File: config.mk
export PLATFORM = sky130hd
export DESIGN_NAME = input_buffer_route
export DESIGN_NICKNAME = d
export VERILOG_FILES = /design/src/rtl/noc_pkg.sv /design/src/rtl/xy_route_calc.sv /design/src/rtl/input_buffer_route.sv
export SDC_FILE = /design/constraint.sdc
export NUM_CORES = 1
export LEC_CHECK = 0
export BUFFER_PORTS_ARGS = -buffer_cell sky130_fd_sc_hd__buf_2
export CAP_MARGIN = 20
export CORE_MARGIN = 2
export CORE_UTILIZATION = 40
export DETAILED_ROUTE_END_ITERATION = 10
export SLEW_MARGIN = 25
export SYNTH_ARGS = -nofsm -noshare
export SYNTH_HDL_FRONTEND = slang
export SYNTH_SLANG_ARGS = --single-unit
File: constraint.sdc
create_clock -name clk -period 4.3 [get_ports clk]
set_input_delay 0 -clock clk [delete_from_list [all_inputs] [get_ports clk]]
set_output_delay 0 -clock clk [all_outputs]
set_load 0.05 [all_outputs]
File: src/rtl/noc_pkg.sv
// Shared NoC definitions: flit width, flit field positions and the one-hot
// output-port labels produced by route computation.
package noc_pkg;

  localparam int unsigned DATASIZE = 40;

  // Flit field positions
  localparam int unsigned SRC_HI  = 39;
  localparam int unsigned SRC_LO  = 36;
  localparam int unsigned DST_HI  = 35;
  localparam int unsigned DST_LO  = 32;
  localparam int unsigned TS_HI   = 31;
  localparam int unsigned TS_LO   = 24;
  localparam int unsigned DATA_HI = 23;
  localparam int unsigned DATA_LO = 2;
  localparam int unsigned TYPE_HI = 1;
  localparam int unsigned TYPE_LO = 0;

  // One-hot output-port labels presented to the switch allocator
  localparam logic [3:0] LBL_W     = 4'b1000;
  localparam logic [3:0] LBL_N     = 4'b0100;
  localparam logic [3:0] LBL_E     = 4'b0010;
  localparam logic [3:0] LBL_S     = 4'b0001;
  localparam logic [3:0] LBL_LOCAL = 4'b0000;
  localparam logic [3:0] LBL_NONE  = 4'b1111;

  typedef struct packed {
    logic [3:0]  src;
    logic [3:0]  dst;
    logic [7:0]  ts;
    logic [21:0] data;
    logic [1:0]  kind;
  } flit_t;

  // Returns the flit with its timestamp (hop count) advanced by one, mod 256
  function automatic logic [DATASIZE-1:0] bump_timestamp(input logic [DATASIZE-1:0] f);
    flit_t t;
    t    = flit_t'(f);
    t.ts = t.ts + 8'd1;
    return DATASIZE'(t);
  endfunction

endpackage

File: src/rtl/xy_route_calc.sv
// Dimension-order XY route computation for a head flit.
// Purely combinational; shared by every router input port.
module xy_route_calc #(
  parameter int unsigned LOC_X = 1,
  parameter int unsigned LOC_Y = 1
) (
  input  logic [3:0] dst,
  input  logic       empty,
  output logic [3:0] label
);
  import noc_pkg::*;

  localparam logic [1:0] LX = LOC_X[1:0];
  localparam logic [1:0] LY = LOC_Y[1:0];

  logic [1:0] dst_x;
  logic [1:0] dst_y;

  assign dst_x = dst[3:2];
  assign dst_y = dst[1:0];

  // Resolve X first, then Y; no head flit means no request
  always_comb begin
    label = LBL_LOCAL;
    if (empty)             label = LBL_NONE;
    else if (dst_x < LX)   label = LBL_W;
    else if (dst_x > LX)   label = LBL_E;
    else if (dst_y < LY)   label = LBL_N;
    else if (dst_y > LY)   label = LBL_S;
    else                   label = LBL_LOCAL;
  end

endmodule

File: src/rtl/input_buffer_route.sv
// Router input port: DEPTH-entry FWFT flit FIFO with XY route label on the head.
// Optional: define IBUF_HOP_COUNT_EN to increment the timestamp field on enqueue.
module input_buffer_route #(
  parameter int unsigned DEPTH    = 8,
  parameter int unsigned WIDTH    = 3,
  parameter int unsigned DATASIZE = noc_pkg::DATASIZE,
  parameter int unsigned LOC_X    = 1,
  parameter int unsigned LOC_Y    = 1
) (
  input  logic                clk,
  input  logic                rst_n,
  input  logic [DATASIZE-1:0] data_in,
  input  logic                data_valid,
  output logic                full,
  input  logic                ready,
  output logic [3:0]          label,
  output logic [DATASIZE-1:0] data_out,
  output logic [WIDTH:0]      count
);
  import noc_pkg::*;

  localparam logic [WIDTH:0] DEPTH_CNT = DEPTH[WIDTH:0];

  logic [DATASIZE-1:0] mem [DEPTH];
  logic [WIDTH-1:0]    wr_ptr;
  logic [WIDTH-1:0]    rd_ptr;
  logic [DATASIZE-1:0] wr_data;
  logic                empty;
  logic                push;
  logic                pop;

  assign empty = (count == '0);
  assign full  = (count == DEPTH_CNT);
  assign push  = data_valid & ~full;
  assign pop   = ready & ~empty;

  // Flit as it will be stored (hop count optionally advanced)
  always_comb begin
    wr_data = data_in;
`ifdef IBUF_HOP_COUNT_EN
    wr_data = bump_timestamp(data_in);
`endif
  end

  // Storage array; deliberately not reset
  always_ff @(posedge clk) begin
    if (push) mem[wr_ptr] <= wr_data;
  end

  // Pointers and occupancy
  always_ff @(posedge clk or negedge rst_n) begin
    if (!rst_n) begin
      wr_ptr <= '0;
      rd_ptr <= '0;
      count  <= '0;
    end else begin
      if (push) wr_ptr <= wr_ptr + 1'b1;
      if (pop)  rd_ptr <= rd_ptr + 1'b1;
      if (push && !pop)      count <= count + 1'b1;
      else if (pop && !push) count <= count - 1'b1;
    end
  end

  assign data_out = mem[rd_ptr];

  xy_route_calc #(
    .LOC_X (LOC_X),
    .LOC_Y (LOC_Y)
  ) u_route (
    .dst   (data_out[DST_HI:DST_LO]),
    .empty (empty),
    .label (label)
  );

endmodule

==> results of run 1 <==
-- final cells by class --
cell class                 count  area, um^2
fill                        2541       16200
inverter                       4        15.0
clock buffer                  38         887
sequential                   330        9870
tap                          402         503
multi-input combinational    168        2840
timing repair buffer         153        1060
clock inverter                20         168
-- cell families after synthesis --
kind of cell    Yosys count  share of synthesized area
mux                     124                      0.193
compound gates            7                    0.00371
simple gates             24                    0.00840
xor+xnor                  7                    0.00479
flops                   330                      0.770
buf+inv                  27                     0.0138
fa+ha+maj                 6                    0.00645
-- final timing paths --
kind                                 start            to  slack, ps  cells after the start
worst max-delay path             rd_ptr[0]  data_out[36]       1300                      4
worst min-delay path            data_valid     wr_ptr[2]         50                      4
worst max register to register    count[0]    mem[4][26]       1370                      5
worst min register to register    count[3]      count[3]        550                      1
max in group asynchronous            rst_n     rd_ptr[0]       3390                      3
min in group asynchronous            rst_n      count[1]        530                      3
-- power breakdown --
part           switching [W]  leakage (nW)  total (W)  internal [W]
Combinational        0.00260          1.69    0.00409       0.00149
Sequential          0.000360          3.02    0.00442       0.00406
Clock                0.00114         0.523    0.00280       0.00166
-- per-stage QoR --
stage          power, W  instances  hold slack [ps]
2_1_floorplan   0.00760        525             -296
3_5_place_dp    0.00862       1014             -121
4_1_cts          0.0115       1115             22.4
5_1_grt          0.0118       1115             63.3
3_3_place_gp    0.00854       1013             -129
6_report         0.0113       1115             46.8
-- registers in the layout, indices dropped and copies added, names as in the netlist --
| signal | cells |
|---|---|
| rd_ptr | 3 |
| count | 4 |
| mem | 320 |
| wr_ptr | 3 |
-- metal layers --
layer	GRT usage	vias up
met5	0	-
met2	0.260	140
met3	0.0270	42
met4	0.0403	0
li1	-	2597
met1	0.194	3101
-- cells in the final DEF (no fill, tap or decap), types with 2 or more instances in the layout --
| master | count |
|---|---|
| nor3_4 | 2 |
| o21ai_0 | 3 |
| edfxtp_1 | 320 |
| dlygate4sd3_1 | 43 |
| dfrtp_4 | 2 |
| mux4_2 | 31 |
| mux2i_1 | 4 |
| buf_4 | 16 |
| nand2b_1 | 4 |
| nor2_1 | 2 |
| ha_1 | 5 |
| buf_2 | 92 |
| inv_1 | 4 |
| bufinv_16 | 3 |
| clkbuf_1 | 3 |
| clkbuf_16 | 35 |
| nand2_1 | 7 |
| clkinv_2 | 7 |
| dfrtp_1 | 7 |
| clkinv_1 | 9 |
| mux2_2 | 40 |
| xnor2_1 | 6 |
| nor2_4 | 6 |
| mux4_1 | 49 |
-- critical path, stage by stage (launching register included) --
cell     delay [ps]
dfrtp_4         860
buf_4           480
mux4_1          650
mux2_2          290
buf_2           210
==> summary by stage, run 1 <==
Outcome
The flow ran to the end, and the final reports show no timing, DRC or antenna violations.

Place
The estimated wirelength of the detail-placed design is 14100 um. The congestion estimate from routability-driven global placement came to 0.718. Port buffering added ~90 buffers. The worst-case setup slack after placement is around 1400 ps.

The placed instances occupy a cell area of approximately 0.014 mm^2.

Synth
Synthesis inferred 330 register bits. In this run the mean area of a mapped cell was about 24 um^2. The cell with the most instances after synthesis is edfxtp_1. By area the synthesized netlist is led by edfxtp_1 (75%), mux4_1 (10%), mux4_2 (5.4%). The number of enable flip-flop cells after synthesis is 320. The leading area contributor after synthesis is edfxtp_1.

The share of the synthesized area in the top cell type is 0.750. Synthesis handed over a netlist of approximately 530 instances. The share of flip-flops with an asynchronous set or reset after synthesis is 0.0303. Of the synthesized area, sequential elements account for 0.770. In this run the cell area of the synthesized design comes to around 0.013 mm^2.

Counting distinct cell types in the post-synthesis netlist gives 28. The top flip-flop cell by instance count after synthesis is edfxtp_1. The count of warnings emitted by yosys is 0. The number of nets handed over by synthesis was around 580. The commonest cells after synthesis are edfxtp_1 (320), mux4_1 (49), mux2_2 (40).

Route
The detailed router put a total of about 10000 um of wire on met1. Wires add up to 24700 um. The routed length per instance is 22.1 um. After detailed routing, no signal wire sits above met4. The residual antenna-violating net count after detailed routing is 0. The number of detailed-routing iterations run before antenna repair is 4. The remaining routing DRC violations is 0. For this block, the via count after detailed routing is approximately 5900. After detailed routing, the met2 layer carries approximately 13000 um of wire. The number of DRC markers in iteration 0 is 432. After detailed routing, the met3 layer carries roughly 1100 um of wire.

The per-cell via count in the routed design is 5.27.

Layout
The number of diodes is 0. The share of the core filled with cells in the final layout is 0.486. The proportion of layout cells with a drive suffix above 1 is 0.335. The count of nets after finishing is ~740. The synthesis-to-finish area growth is 19.8%. The summed area of non-filler cells in the final layout is around 0.015 mm^2.

STA
For the pin with the worst max-slew slack, the measured transition is ~900 ps. The final setup violation count is 0. Timing would allow up to 333 MHz.

The final sum of negative setup slack is 0 ps. Setup repair after global routing left no endpoint under its margin. The final hold violation count is 0. Once routing completed, OpenROAD measured the worst setup slack at between 1000 and 1500 ps.

The clock period could shrink to 3000 ps. Of the available clock period, the critical path in the final layout requires 0.697. The worst clock skew on the final layout is approximately 15 ps. Measured against its own limit, the worst slew margin works out to 0.402.

The max-slew violation count is 0.

Floorplan
For this configuration, the core starts out at a cell density of 0.406. The die covers approximately 0.033 mm^2. The die is ~180 um tall. The area of the core region is approximately 0.032 mm^2. Measured along the x axis, the die boundary spans roughly 180 um. The I/O pin count is 93.

The number of rows in the core area is between 60 and 70.

Critical path
The data arrival time of the critical path is 3000 ps. For the worst setup path, the data required time is ~4300 ps. STA classifies the critical path startpoint as a register. Along the worst path, the maximum fanout reaches 38. The worst setup path is captured at a primary output.

The worst setup path is of the reg2out kind.

Clock network
The clock tree from TritonCTS is done. Clock-pin slew was measured on the worst setup and hold paths at roughly 50 ps. The clock insertion delay at the later pin of the skew report is approximately 500 ps. The number of cells upsized or downsized after cts is 0.

The maximum number of buffers from clock root to sink is 3. The tree built by TritonCTS fans out to 330 sinks. Once the clock tree was built, the setup fixing pass inserted 0 buffers. The hold buffer count at cts is 43. In this run the number of H-tree levels came out at 2. In this run, CTS created clock tree buffers numbering 35. The buffer type at the clock tree root is clkbuf_16.

GRT
Entering global routing, the biggest net connects between 40 and 50 pins. The total global-route track usage is 0.149. The initial antenna violation count is 0.

The global-route wire length before repair is about 37000 um. The number of global-route vias before repair came to about 6300. For this run the aggregate overflow at the end of global routing stands at 0.

Power and ir drop
The power per cell area is roughly 740 mW/mm^2. The leakage dissipation is around 5.2 nW. Across the VDD grid, the largest voltage drop is around 0.00046 V.

Worst hold path
In this run the worst hold path is classified as in2reg.

Flow run
Max-cap violations in this run came to 0.
No activity file was read; power rests on OpenSTA's default activity.
==> run 2: changes to the inputs <==
ABC_AREA = 1   (was unset)
clock period = 2.65 ns   (was 4.3 ns; I/O delays follow)
==> run 2 against run 1 <==
Sequential share of layout area is 1.5 points lower; non-clock buffer count is 3 higher; clock power is 66% higher; power is 75% higher; die area is 2.0% higher; via count is 38% higher; synthesized cell count is 95% higher; register-to-register slack worse by 1100 ps; worst setup slack worse by 1100 ps; clock skew is 7.0 ps lower.
==> summary by stage, run 2 <==
Synth
Synthesis produced a netlist with a net count of approximately 1100. Of the total synthesized cell area, the portion taken by full adders, half adders and majority gates is 0.00632. In the synthesized netlist the async set-or-reset flop fraction comes to 0.0303. The main combinational cell family by area after synthesis is simple AND/OR/NAND/NOR gates. By count the netlist is led by edfxtp_1 (320), nand2_1 (174), nor2_1 (155). The fraction of the mapped netlist area in compound gates is 0.0928. The fraction of synthesized cell area in xor and xnor cells is 0.00335. The netlist area before placement is around 0.013 mm^2. edfxtp_1 is the most common cell in the netlist.

Sorting the synthesized cells by area gives the leading types as edfxtp_1 (73%), o21ai_0 (5.3%), nand2_1 (5.0%). The number of instances in the synthesized netlist is approximately 1000. The top flip-flop cell by instance count after synthesis is edfxtp_1. The number of storage elements in the synthesis netlist is 330. The number of enable flip-flop cells after synthesis is 320. The multiplexer share of the synthesized area is 0.000861.

The post-synthesis share of cell area spent on and, or, nand and nor gates is 0.105. The share of the synthesized area in the top cell type is 0.735. The Yosys step of the flow raised 0 warnings. Of the synthesized area, sequential elements account for 0.754. The synthesized netlist contains 27 unique library cells. A synthesized cell averages between 10 and 15 um^2.

The leading area contributor after synthesis is edfxtp_1.

Layout
The sequential cells in the finished layout cover a total of between 0.009 and 0.01 mm^2. The number of flip-flops under the largest register name is between 300 and 400. The layout has just under 3000 filler cells. The number of diodes is 0. At the end of the flow, the number of nets in the layout was roughly 1200. In the layout the commonest cells are edfxtp_1 (320), nand2_1 (174), nor2_1 (147).

The most common library cell in the layout ignoring fill and taps is edfxtp_1. Of the cells placed in the final design, the portion with a size suffix greater than 1 is 0.149. The non-filler instance count after layout is roughly 1600.

mem holds more flip-flops than any other register. At the end of the flow the core is filled with cells to 0.485. The largest registers in the layout are mem: 320 flops, count: 4 flops.

The area taken by multi-input logic gates is 0.00279 mm^2. The synthesis-to-finish area growth is 20.0%.

Route
The number of DRC markers in iteration 0 is 519. In this run the remaining antenna-violating nets after routing total 0. Summed over all layers, the routed wires come to 28700 um. Dividing the detail-routed wire length by the instance count gives roughly 18 um. The remaining routing DRC violations is 0. In the routed layout, each cell is associated on average with a via count of roughly 5.0. The pre-antenna-repair detailed-routing pass consisted of 4 iterations. The total number of vias is slightly above 8000.

STA
The final setup violation count is 0. The final hold violation count is 0. The clock arrives with between 8 and 9 ps of skew.

Timing would allow up to 417 MHz. The clock period could shrink to between 2000 and 2500 ps. Setup repair after global routing left no endpoint under its margin.

Dividing the final minimum period by the clock period gives 0.905. Measured against its own limit, the worst slew margin works out to 0.560. The max-slew violation count is 0.

The measured slew at the worst slew-check pin is 660 ps.

Place
Buffers placed on the I/O ports in this run total between 90 and 100. In this run, placement finished with an instance count of 1518. After legalization and detailed placement, the total HPWL measured around 14000 um. The congestion estimate from routability-driven global placement came to between 0.6 and 0.7.

Critical path
The critical path in this run is classified as reg2out. The endpoint of the lowest-slack register-to-register path is count[3]. Walking the worst path, the cells encountered are buf_16 -> nand2_1 -> nand3_1 -> nand2_1 -> nand2_1 -> nand2_2 -> nor2_1 -> nand2_1 -> nand2_1 -> clkbuf_4. The endpoint kind of the worst setup timing path is a primary output. On the worst path, the slowest cell contributes a delay of about 460 ps. On the critical path, the stage with the largest delay is an instance of dfrtp_4. The most numerous cell on the critical path is nand2_1.

Counting both buffers and inverters, the worst setup path holds a total of 2. The startpoint of the worst-slack reg-to-reg timing path is count[1]. Of all nets on the critical path, the largest fanout is 161. The worst-case reg-to-reg path depth is 13.

The worst setup path is launched from a register. Data on the critical path is required at its endpoint by between 2000 and 3000 ps. The kind of cell with the highest combined delay on the critical path is buffers and inverters. The flop-to-flop setup slack is 320 ps.

The data arrival time of the critical path is 2400 ps.

Power and ir drop
The peak ir drop on the vdd network is 0.000938 V. The design draws around 0.020 W. The power per cell area is roughly 1300 mW/mm^2.

The leakage dissipation is 5.66 nW.

Floorplan
The I/O pin count is 93. From bottom edge to top edge, the die measures between 150 and 200 um. The area of the core region is approximately 0.032 mm^2. The initial core utilization is 0.404.

In this run the core area contains 66 standard-cell rows. In this run the horizontal extent of the chip is 185 um. The die covers approximately 0.034 mm^2.

Worst hold path
The worst hold path was traced through 2 stages. The class of the worst hold path is in2reg. For hold timing, the worst endpoint is mem[6][20].

The startpoint identified for the worst hold timing path is data_in[20].

GRT
The initial antenna violation count is 0. Entering global routing, the biggest net connects 162 pins. The number of global-route vias before repair is 8075. After global routing the overflow that remains totals 0. The total global-route track usage is 0.173. The global-route wire length before repair is 45000 um.

Flow run
Max-cap violations in this run came to 0.

Clock network
At the later pin of the worst-skew pair, clock insertion delay measures about 500 ps. The root buffer cell chosen for the clock tree is clkbuf_16. The maximum number of buffers from clock root to sink is 3. The H-tree level count is 2.

The number of clock sinks seen by CTS is 330. The total clock buffers created by CTS is 35. The CTS clock-pin slew for the worst setup and hold paths is 60 ps.

The clock tree from TritonCTS is done.

Outcome
The run finished with clean final reports.
-- run 2: cell families (layout without fill, tap and decap cells) --
group / count (synthesis) / after routing
simple gates: 355 / 355
flops: 330 / 330
compound gates: 224 / 224
buf+inv: 103 / 261
fa+ha+maj: 6 / 6
xor+xnor: 5 / 5
mux: 1 / 1
-- run 2: area by class of cell --
cell class	instances	share of cell area
multi-input combinational	591	0.177
clock buffer	48	0.0629
clock inverter	14	0.00725
sequential	330	0.629
tap	442	0.0352
inverter	43	0.0107
timing repair buffer	156	0.0780
-- run 2: how the worst max path moves through the flow --
stage / start / endpoint / slack (ps) / depth (start not counted)
2_1_floorplan: count[1] / mem[0][0] / -140 / 5
3_3_place_gp: count[0] / count[3] / 340 / 12
3_5_place_dp: count[1] / count[3] / 260 / 12
4_1_cts: rd_ptr[0] / label[2] / 120 / 11
5_1_grt: rd_ptr[0] / label[2] / 20 / 10
6_report: rd_ptr[0] / label[2] / 250 / 10
-- run 2: through the flow --
stage	area (um^2)	hold WS [ps]	TNS [ps]	worst slack, ps
2_1_floorplan	13100	-296	-31940	-140
3_3_place_gp	14100	-120	0	343
3_5_place_dp	14100	-119	0	261
4_1_cts	15700	286	0	118
5_1_grt	15700	320	0	15.3
6_report	15700	305	0	251
-- run 2: per-layer routing --
layer	vias to the layer above	track usage	share of wire	wire (um)
met5	-	0	0	0
met4	0	0.0521	0.023	663
met3	54	0.0301	0.047	1350
met2	177	0.297	0.49	14100
met1	3939	0.226	0.44	12600
li1	3939	-	-	-
-- run 2: power by group --
group,switching (W),total (W),internal (W)
registers,0.000209,0.00678,0.00658
logic,0.00624,0.00833,0.00209
clock network,0.00186,0.00465,0.00280
total,0.00831,0.0198,0.0115
-- run 2: worst reg2reg max path, cell delays in order (launching register included) --
cell and delay [ps]:
dfrtp_1 430, nor2_1 190, nand3_1 120, nand2_1 100, inv_1 90, ha_1 200, inv_1 160, ha_1 300
a21oi_1 140, nand2_1 100, a21oi_1 170, o21ai_0 110, nand2_1 70, nand2_1 50
-- run 2: timing repair --
item	4_1_cts	5_1_grt
hold buffers	44	0
endpoints found under the hold margin	336	0
buffers inserted	0	0
gates resized for setup	0	4
endpoints found under the setup margin	0	2
==> run 3: changes to the inputs <==
CORE_UTILIZATION = 55   (was 40)
CTS_BUF_LIST = sky130_fd_sc_hd__clkbuf_4 sky130_fd_sc_hd__clkbuf_8   (was unset)
PLACE_DENSITY = 0.77   (was unset)
==> run 3 against run 2 <==
Register-to-register slack lost 70 ps; clock skew grew 17 ps; die area shrank 27%; largest cell class unchanged.
==> summary by stage, run 3 (same netlist as run 2, synthesis figures left out) <==
Clock network
The clock tree from TritonCTS is done. Counting every sink on the clock net gives 330. The post-CTS setup buffer count is 0. In this run, CTS created clock tree buffers numbering 51. The buffer type at the clock tree root is clkbuf_8. The maximum number of buffers from clock root to sink is 3. The H-tree level count is 2. At the later pin of the worst-skew pair, clock insertion delay measures ~570 ps. Clock-pin slew was measured on the worst setup and hold paths at about 60 ps.

Layout
In the layout the commonest cells are edfxtp_1 (320), nand2_1 (174), nor2_1 (147). The count of nets after finishing is around 1200. In the final layout, the share of cells above drive strength 1 is 0.169. Compared with the post-synthesis result, the final layout area differs by 17.7%. mem holds more flip-flops than any other register. The largest registers in the layout are mem: 320 flops, count: 4 flops. The number of diodes is 0. The register with the most flip-flops in the layout has 320 of them.

The count of cells in the finished layout, fillers not included, comes to roughly 1500. The most common library cell in the layout ignoring fill and taps is edfxtp_1.

STA
The max-slew violation count is 0. The achievable clock frequency is slightly above 400 MHz. The final hold violation count is 0. Measured against its own limit, the worst slew margin works out to 0.604. Setup slack on the critical path of the routed design comes to around 200 ps. The worst clock skew on the final layout is roughly 25 ps. Setup repair after global routing left no endpoint under its margin. For the final routed database, the setup TNS stands at 0 ps. At the pin with the least slew margin, the transition time is 594 ps.

The final worst-path cycle share is 0.925. Setup violations remaining at the end of the flow were counted as 0. The final critical delay including setup and external delays is between 2000 and 2500 ps.

Critical path
Walking the worst path, the cells encountered are inv_4 -> buf_12 -> nand2_1 -> nand3_1 -> nand3_1 -> nand2_1 -> inv_1 -> o21ai_1 -> buf_2. The critical path launch point type is a register. The largest stage delay on the critical path is about 550 ps. The largest fanout on the critical path is 57. By startpoint and endpoint, the worst setup path is classified as reg2out. The buffering stage count on the worst path with inverters included is 4. STA puts the critical path data arrival time at around 2500 ps.

The kind of cell with the highest combined delay on the critical path is buffers and inverters. The endpoint kind of the worst setup timing path is a primary output. The endpoint required time on the critical path is approximately 2700 ps. Among all stages on the critical path, the largest delay is contributed by dfrtp_4.

GRT
Entering global routing, the biggest net connects 162 pins. The global-route congestion overflow total is 0. For this run, the total global-route usage over all layers was measured as 0.225.

The first global-routing pass estimated 42700 um of wire. The initial antenna violation count is 0. The number of global-route vias before repair is 8148.

Floorplan
The die covers 0.0250 mm^2. The floorplan step defined a core boundary enclosing roughly 0.023 mm^2. The I/O pin count is 93. The floorplan step set the die width to 158 um. For this configuration, the core starts out at a cell density of 0.559.

From bottom edge to top edge, the die measures 158 um. The number of rows in the core area is 56.

Place
At the placement stage, the worst setup path has a slack of ~300 ps. During placement, the flow inserted port buffers numbering between 90 and 100. The estimated wirelength of the detail-placed design is between 10000 and 15000 um. Including well taps, the total number of placed cells is around 1400. The final estimated routing congestion in global placement is 0.764.

Route
The wire length reported by the detailed router is ~28000 um. Detailed routing inserted a total of roughly 8400 vias. After detailed routing, the average wire length per cell comes to roughly 18 um. Using the TritonRoute via totals, the vias-per-cell ratio works out to between 5 and 6.

The number of DRC markers in iteration 0 is 652. The remaining routing DRC violations is 0. The residual antenna-violating net count after detailed routing is 0. The first detailed-routing pass ran for 5 iterations.

Outcome
The flow ran to the end, and the final reports show no timing, DRC or antenna violations.

Power and ir drop
The leakage dissipation is 5.63 nW. The power per cell area is 1240 mW/mm^2. VDD sags by at most 0.000956 V.

Flow run
The number of max-capacitance violations reported is 0.

Worst hold path
The worst hold path belongs to the class in2reg.
==> run 3: changes by cell type in the layout (fill, tap and decap cells not counted), moves of 8 or more <==
cell       change
clkbuf_1       -9
clkbuf_16     -36
clkbuf_4       +8
clkbuf_8      +50
clkinv_1      +10
clkinv_2       +9
==> run 3: layer usage <==
layer / track usage / vias up / wire length (um)
li1: - / 3969 / -
met5: 0 / - / 0
met1: 0.290 / 4056 / 11400
met4: 0.0794 / 0 / 709
met3: 0.0359 / 55 / 1920
met2: 0.389 / 354 / 14300
==> run 3: path summary, 6_finish.rpt <==
path,from,endpoint,slack (ps),depth (start not counted)
setup / recovery,rd_ptr[0],label[3],200,9
hold / removal,data_in[10],mem[5][10],240,2
setup reg to reg,count[0],count[3],250,13
hold reg to reg,count[3],count[3],530,2
max in group asynchronous,rst_n,rd_ptr[0],1820,3
min in group asynchronous,rst_n,rd_ptr[0],450,3
==> run 3: what timing repair did <==
action,CTS,global route
hold endpoints to repair,336,0
hold buffers,44,0
gates resized for setup,0,2
endpoints found under the setup margin,0,5
==> run 3: power by group <==
group,internal [W],switching [W]
logic,0.00209,0.00627
clock network,0.00206,0.00188
registers,0.00658,0.000230
total,0.0107,0.00838
==> run 3: cell type report <==
type | instances | area (um^2)
Inverter | 43 | 165
Timing Repair Buffer | 156 | 1230
Sequential cell | 330 | 9860
Fill cell | 1732 | 8010
Clock inverter | 33 | 174
Multi-Input combinational cell | 591 | 2790
Tap cell | 319 | 399
Clock buffer | 61 | 783
==> run 3: metrics by stage <==
step / utilization / power (W) / instance area [um^2] / hold slack, ps
after CTS: 0.656 / 0.0191 / 15400 / 205
final: 0.658 / 0.0191 / 15400 / 240
after detailed placement: 0.597 / 0.0151 / 14000 / -125
after floorplan: - / 0.0130 / 13100 / -296
after global placement: 0.597 / 0.0149 / 14000 / -123
after global routing: 0.658 / 0.0201 / 15400 / 237
